File: src/rtl/sb_param_shadow.sv
// rtl/sb_param_shadow.sv - switch-block routing muxes with shadowed serial configuration chain
//
// A serial configuration chain (ccff_head -> sreg -> ccff_tail) is loaded in the
// background while a separate active register drives the routing muxes. A commit
// copies the chain into the active register only when exactly L bits were shifted
// since the last commit or reset; any other commit is rejected and flagged.
//
// Ports:
//    prog_clk    configuration clock, the only clock
//    pReset      synchronous active-high reset
//    ccff_head   serial configuration data in
//    ccff_en     shift enable
//    cfg_commit  copy shift register into active register (if length is exact)
//    in_bus      routing inputs: chanx_right, chany_bottom, chanx_left, pins (LSB first)
//    out_bus     routing outputs: right, bottom, left (LSB first)
//    ccff_tail   serial data out (last chain bit)
//    cfg_count   bits shifted since last commit/reset, saturating at L+1
//    cfg_valid   active configuration is loaded
//    cfg_err     sticky: a commit was rejected
module sb_param_shadow #(
   parameter int CHAN_W   = 5,
   parameter int NUM_PIN  = 6,
   parameter int MUX_SIZE = 4,
   parameter int STRIDE   = 1,
   parameter int SKIP     = 5,
   localparam int NUM_IN  = 3*CHAN_W + NUM_PIN,
   localparam int NUM_OUT = 3*CHAN_W,
   localparam int SEL_W   = $clog2(MUX_SIZE),
   localparam int L       = NUM_OUT*SEL_W,
   localparam int CNT_W   = $clog2(L+2)
) (
   input  logic               prog_clk,
   input  logic               pReset,
   input  logic               ccff_head,
   input  logic               ccff_en,
   input  logic               cfg_commit,
   input  logic [NUM_IN-1:0]  in_bus,
   output logic [NUM_OUT-1:0] out_bus,
   output logic               ccff_tail,
   output logic [CNT_W-1:0]   cfg_count,
   output logic               cfg_valid,
   output logic               cfg_err
);

   localparam logic [CNT_W-1:0] CNT_ONE = CNT_W'(1);
   localparam logic [CNT_W-1:0] CNT_L   = CNT_W'(L);
   localparam logic [CNT_W-1:0] CNT_MAX = CNT_W'(L+1);

   logic [L-1:0] sreg;
   logic [L-1:0] active;

   assign ccff_tail = sreg[L-1];

   always_ff @(posedge prog_clk) begin
      if (pReset) begin
         sreg      <= '0;
         active    <= '0;
         cfg_count <= '0;
         cfg_valid <= 1'b0;
         cfg_err   <= 1'b0;
      end else begin
         if (ccff_en) begin
            sreg <= {sreg[L-2:0], ccff_head};
         end
         if (cfg_commit) begin
            // Commit samples the pre-shift chain; a concurrent shift starts the next load at 1.
            if (cfg_count == CNT_L) begin
               active    <= sreg;
               cfg_valid <= 1'b1;
            end else begin
               cfg_err <= 1'b1;
            end
            cfg_count <= ccff_en ? CNT_ONE : '0;
         end else if (ccff_en && (cfg_count != CNT_MAX)) begin
            // L+1 marks an over-length load, which can never be committed.
            cfg_count <= cfg_count + CNT_ONE;
         end
      end
   end

   // Candidate tables are padded to 2**SEL_W entries; unused codes select a constant 0.
   for (genvar j = 0; j < NUM_OUT; j++) begin : g_mux
      logic [(1<<SEL_W)-1:0] cand;
      for (genvar k = 0; k < (1<<SEL_W); k++) begin : g_cand
         if (k < MUX_SIZE) begin : g_used
            localparam int IDX = (j*STRIDE + k*SKIP) % NUM_IN;
            assign cand[k] = in_bus[IDX];
         end else begin : g_unused
            assign cand[k] = 1'b0;
         end
      end
      assign out_bus[j] = cfg_valid & cand[active[j*SEL_W +: SEL_W]];
   end

endmodule

File: config.mk
export PLATFORM = sky130hd
export DESIGN_NAME = sb_param_shadow
export DESIGN_NICKNAME = d
export VERILOG_FILES = /design/src/rtl/sb_param_shadow.sv
export SDC_FILE = /design/constraint.sdc
export NUM_CORES = 1
export LEC_CHECK = 0
export CELL_PAD_IN_SITES_DETAIL_PLACEMENT = 1
export CELL_PAD_IN_SITES_GLOBAL_PLACEMENT = 2
export CORE_MARGIN = 1
export CORE_UTILIZATION = 31
export DETAILED_ROUTE_END_ITERATION = 10
export PLACE_DENSITY_LB_ADDON = 0.15
export SYNTH_ARGS = -nofsm -noshare
export SYNTH_HDL_FRONTEND = slang
export SYNTH_SLANG_ARGS = --single-unit
File: constraint.sdc
create_clock -name prog_clk -period 1.56 [get_ports prog_clk]
set_input_delay 0.39 -clock prog_clk [delete_from_list [all_inputs] [get_ports prog_clk]]
set_output_delay 0.39 -clock prog_clk [all_outputs]
set_load 0.02 [all_outputs]
# Word level (Yosys, flattened, before mapping)
# Cells that the tools add are included.
# totals
ff_bits	67
input_bits	26
output_inout_bits	23
wordCells	76
# classes
n_addsub	1
n_lt_le_gt_ge	15
eq_ne	2
muxes	33
bitwise_logic	16
n_reduce_logical	4
# ops
cell	n
$lt A2 B3 Y1 const B	15
$bmux W1 S2	15
$mux W1	16
$and A1 B1 Y1	15
$mux W5	2
$add A5 B1 Y5 const B	1
$eq A5 B5 Y1 const B	1
$ne A5 B5 Y1 const B	1
$reduce_and A2 Y1	2
$reduce_bool A2 Y1	1
$logic_and A1 B1 Y1	1
$not A1 Y1	1

# Longest topological paths before layout
# depth
ltp_word	4
depth_mapped	6
ltp_nobuf	6

# Worst setup path before layout
# No wires, ideal clock.
# synth_timing
kind	reg2reg
startpoint	register cfg_count[0]
endpoint	register cfg_count[3]
setup_time_ps	79
arrival_ps	1703
setup_slack_ps	-223
path_stages_with_launch	7
cell_sequence	dfxtp_1 -> ha_1 -> and3_1 -> ha_1 -> nand2b_1 -> or3_1 -> a211oi_2
# synth_between
elab_chain_cells	3
# synth_rtl
item	line_no	text
start: declaration	40	output logic [CNT_W-1:0] cfg_count,
start signal: assignment	73	cfg_count <= ccff_en ? CNT_ONE : '0;
start signal: assignment	76	cfg_count <= cfg_count + CNT_ONE;
$add A5 B1 Y5 or $ne A5 B5 Y1 (tied branches)	76, 74	
$mux W5 or $logic_and A1 B1 Y1 (tied branches)	74	end else if (ccff_en && (cfg_count != CNT_MAX)) begin
$mux W5 or $reduce_bool A2 Y1 (tied branches)	--	
# Parallel ways exist; a longest one is shown, timed or not. The select of a mux whose other input is x is not followed.
# A chain may end at the register's enable or synchronous reset.

# Worst setup path after layout
# layout_timing
startpoint	register active[2]
endpoint	output port out_bus[1]
# layout_between
elab_chain_cells	3
# layout_rtl
item	line_no	text
start: declaration	50	logic [L-1:0] active;
start signal: assignment	68	active <= sreg;
$bmux W1 S2	92	assign out_bus[j] = cfg_valid & cand[active[j*SEL_W +: SEL_W]];
$mux W1 (not written as such)	92	
$and A1 B1 Y1	92	
end: declaration	38	output logic [NUM_OUT-1:0] out_bus,
# No other way between the ends. The select of a mux whose other input is x is not followed.

==> impl_results.md <==
- Status: complete, but fails checks
- Failing checks: negative setup slack
- Crit Path Category: flop to output port
- First-pass GRT wire length: 12.64 mm
- Number of clock sinks: 67
- Layout cells sized above 1: 0.3740
- Worst endpoint required time: 1170 ps
- Fin Clk Skew: 10.17 ps
- Die area: 10620 um^2
- Root buf cell: clkbuf_8
- Top-count cell post-synth: dfxtp_1
- Drt first pass iters: 4
- Largest net degree at the start of global routing: 29
- FILL cells: 1152
- RSZ-0062 raised after global routing: yes
- GRT Resource Usage Total: 0.1595
- Critical path arrival: 1490 ps
- Vias in the first global route: 2422
- Setup TNS: -4601 ps
- Final slew viol count: 0
- Largest area contributor in the netlist: dfxtp_1
- DR vias: 2407
- Max_slew headroom: 0.7222
- Syn Std Cell Area: 3166 um^2
- Worst min path class: primary input to flop
- Largest cells by area after synthesis: dfxtp_1, mux2i_1, nand2b_1
- Slew @ Worst Pin: 416.7 ps
- PortBufs: 48
- # rows: 36
- Clk_lat worst skew: 350 ps
- Setup WS post-layout: -324.5 ps
- Clock Path Buffers: 2
- RePlAce Congestion: 0.7290
- Tmin final: 1885 ps
- P per Cell Area: 780.7 nW/um^2
- Drt via density: 4.559
- Die Ht: 103.1 um
- Routed Antenna Nets: 0
- Initial Utilization: 0.3224
- Maxcap violations: 0
- Crit path launch type: flop
- Net count, final: 417
- Core Box Area: 9819 um^2
- Post-synth EDFFs: 0
- Initial antenna violation count: 2
- Post-Syn Nets: 322
- Die width: 103.1 um
- Ys Warns: 0
- Worst vdd rail ir drop: 0.3285 mV
- Post-synth cell types: 28
- Reg clk slew, reported paths: 80 ps
- Syn Area/Cell: 10.80 um^2
- CP max FO: 2
- Gr ovfl total: 0
- Period utilization: 1.208
- CTS buffer count: 9
- Main synth FF type: dfxtp_1
- DRC errors left: 0
- Post-Syn Instances: 293
- Cts hold-fix bufs: 0
- I/O pin count: 49
- FF+latch count, synth: 67
- Worst hold slack: 448.7 ps
- DRT iter0 DRCs: 41
- Pre-CTS WS: -906.9 ps
- Max Clk Rate: 0.5306 GHz
- Final hold vios: 0
- Avg WL per Cell: 15.80 um
- Htree depth: 3
- Final Util: 0.4611
- Post-DP HPWL: 5.682 mm
- Area grow syn2layout: 43.04%
- Setup crit end kind: output port
- Setup violations, final: 28
- Final WL: 8.343 mm
- Post-route total power: 0.003535 W
- Async set-reset flop share out of synthesis: 0
- Static Leak: 1.800 nW
- CTS tree: done
- Synth cell count leaders: dfxtp_1, mux2i_1, nand2b_1
- Post-synthesis sequential area ratio: 0.4237
- Synth top area share: 0.4237
-- timing repair --
action,4_1_cts,5_1_grt
setup endpoints to repair,25,49
gates resized for setup,155,12
cloned,0,3
hold endpoints to repair,0,0
buffers inserted,1,5
pin swaps,15,3
-- layer usage --
layer  up-vias  wire length [um]  track usage
met5         -                 0            0
met4         0               126      0.07151
met3        10               381      0.03593
met2        47              3653       0.2446
met1      1149              4182       0.2144
li1       1201                 -            -
-- metrics by stage --
step	cells	area (um^2)
floorplan	293	3196
detailed placement	501	4130
CTS	518	4413
finish	528	4528
global placement	501	4130
global route	528	4528
-- report_power, final --
part	leakage, nW	internal (W)	switching [W]
clock network	0.105	0.000839	0.000709
logic	1.15	0.000145	0.000120
registers	0.549	0.00172	0.00000811
total	1.80	0.00270	0.000837
-- sequential cells by signal, indices dropped and copies added, names as in the netlist --
name       flops
sreg          30
cfg_valid      1
cfg_err        1
active        30
cfg_count      5
-- cells in the final DEF (no fill, tap or decap), types with 2 or more instances in the layout --
master and instances:
clkinv_4 2, inv_2 2, clkbuf_16 3, dlygate4sd2_1 25, buf_4 44, buf_2 3
a21oi_1 2, clkdlybuf4s50_1 2, nor3_1 2, nor2_1 33, mux2i_1 61, dfxtp_2 15
ha_4 3, dfxtp_4 2, clkbuf_8 9, buf_6 17, nand2b_1 60, clkbuf_2 2
buf_12 5, mux4_2 15, dfxtp_1 50, and2_4 15, diode_2 2, o21ai_1 2
-- worst max-delay path, cell delays in order (launching register included) --
cell	delay (ps)
dfxtp_2	370
mux4_2	500
and2_4	150
buf_6	120
-- kinds of logic after synthesis --
group	count (synthesis)	share of synthesized area
buffers and inverters	20	0.03478
xor gates and xnor gates	1	0.002767
AOI/OAI and AO/OA	8	0.01897
DFF	67	0.4237
adders and majority gates	3	0.01186
and+or+nand+nor	118	0.2083
muxes	76	0.2996
-- layout make-up --
class | instances | area (um^2) | share of cell area
Antenna cell | 2 | 5.005 | 0.001105
Timing Repair Buffer | 102 | 960.9 | 0.2122
Tap cell | 133 | 166.4 | 0.03675
Clock inverter | 5 | 60.06 | 0.01326
Inverter | 2 | 7.507 | 0.001658
Multi-Input combinational cell | 206 | 1808 | 0.3993
Sequential cell | 67 | 1368 | 0.3020
Clock buffer | 11 | 152.6 | 0.03371
-- path summary, 6_finish.rpt --
check | startpoint | to | slack, ps | cells after the start
max | active[2] | out_bus[1] | -320 | 3
min | pReset | sreg[5] | 450 | 2
max reg2reg | cfg_count[1] | active[29] | -40 | 6
min reg2reg | cfg_err | cfg_err | 470 | 2
Note: power is estimated with default switching activity, not from simulation.
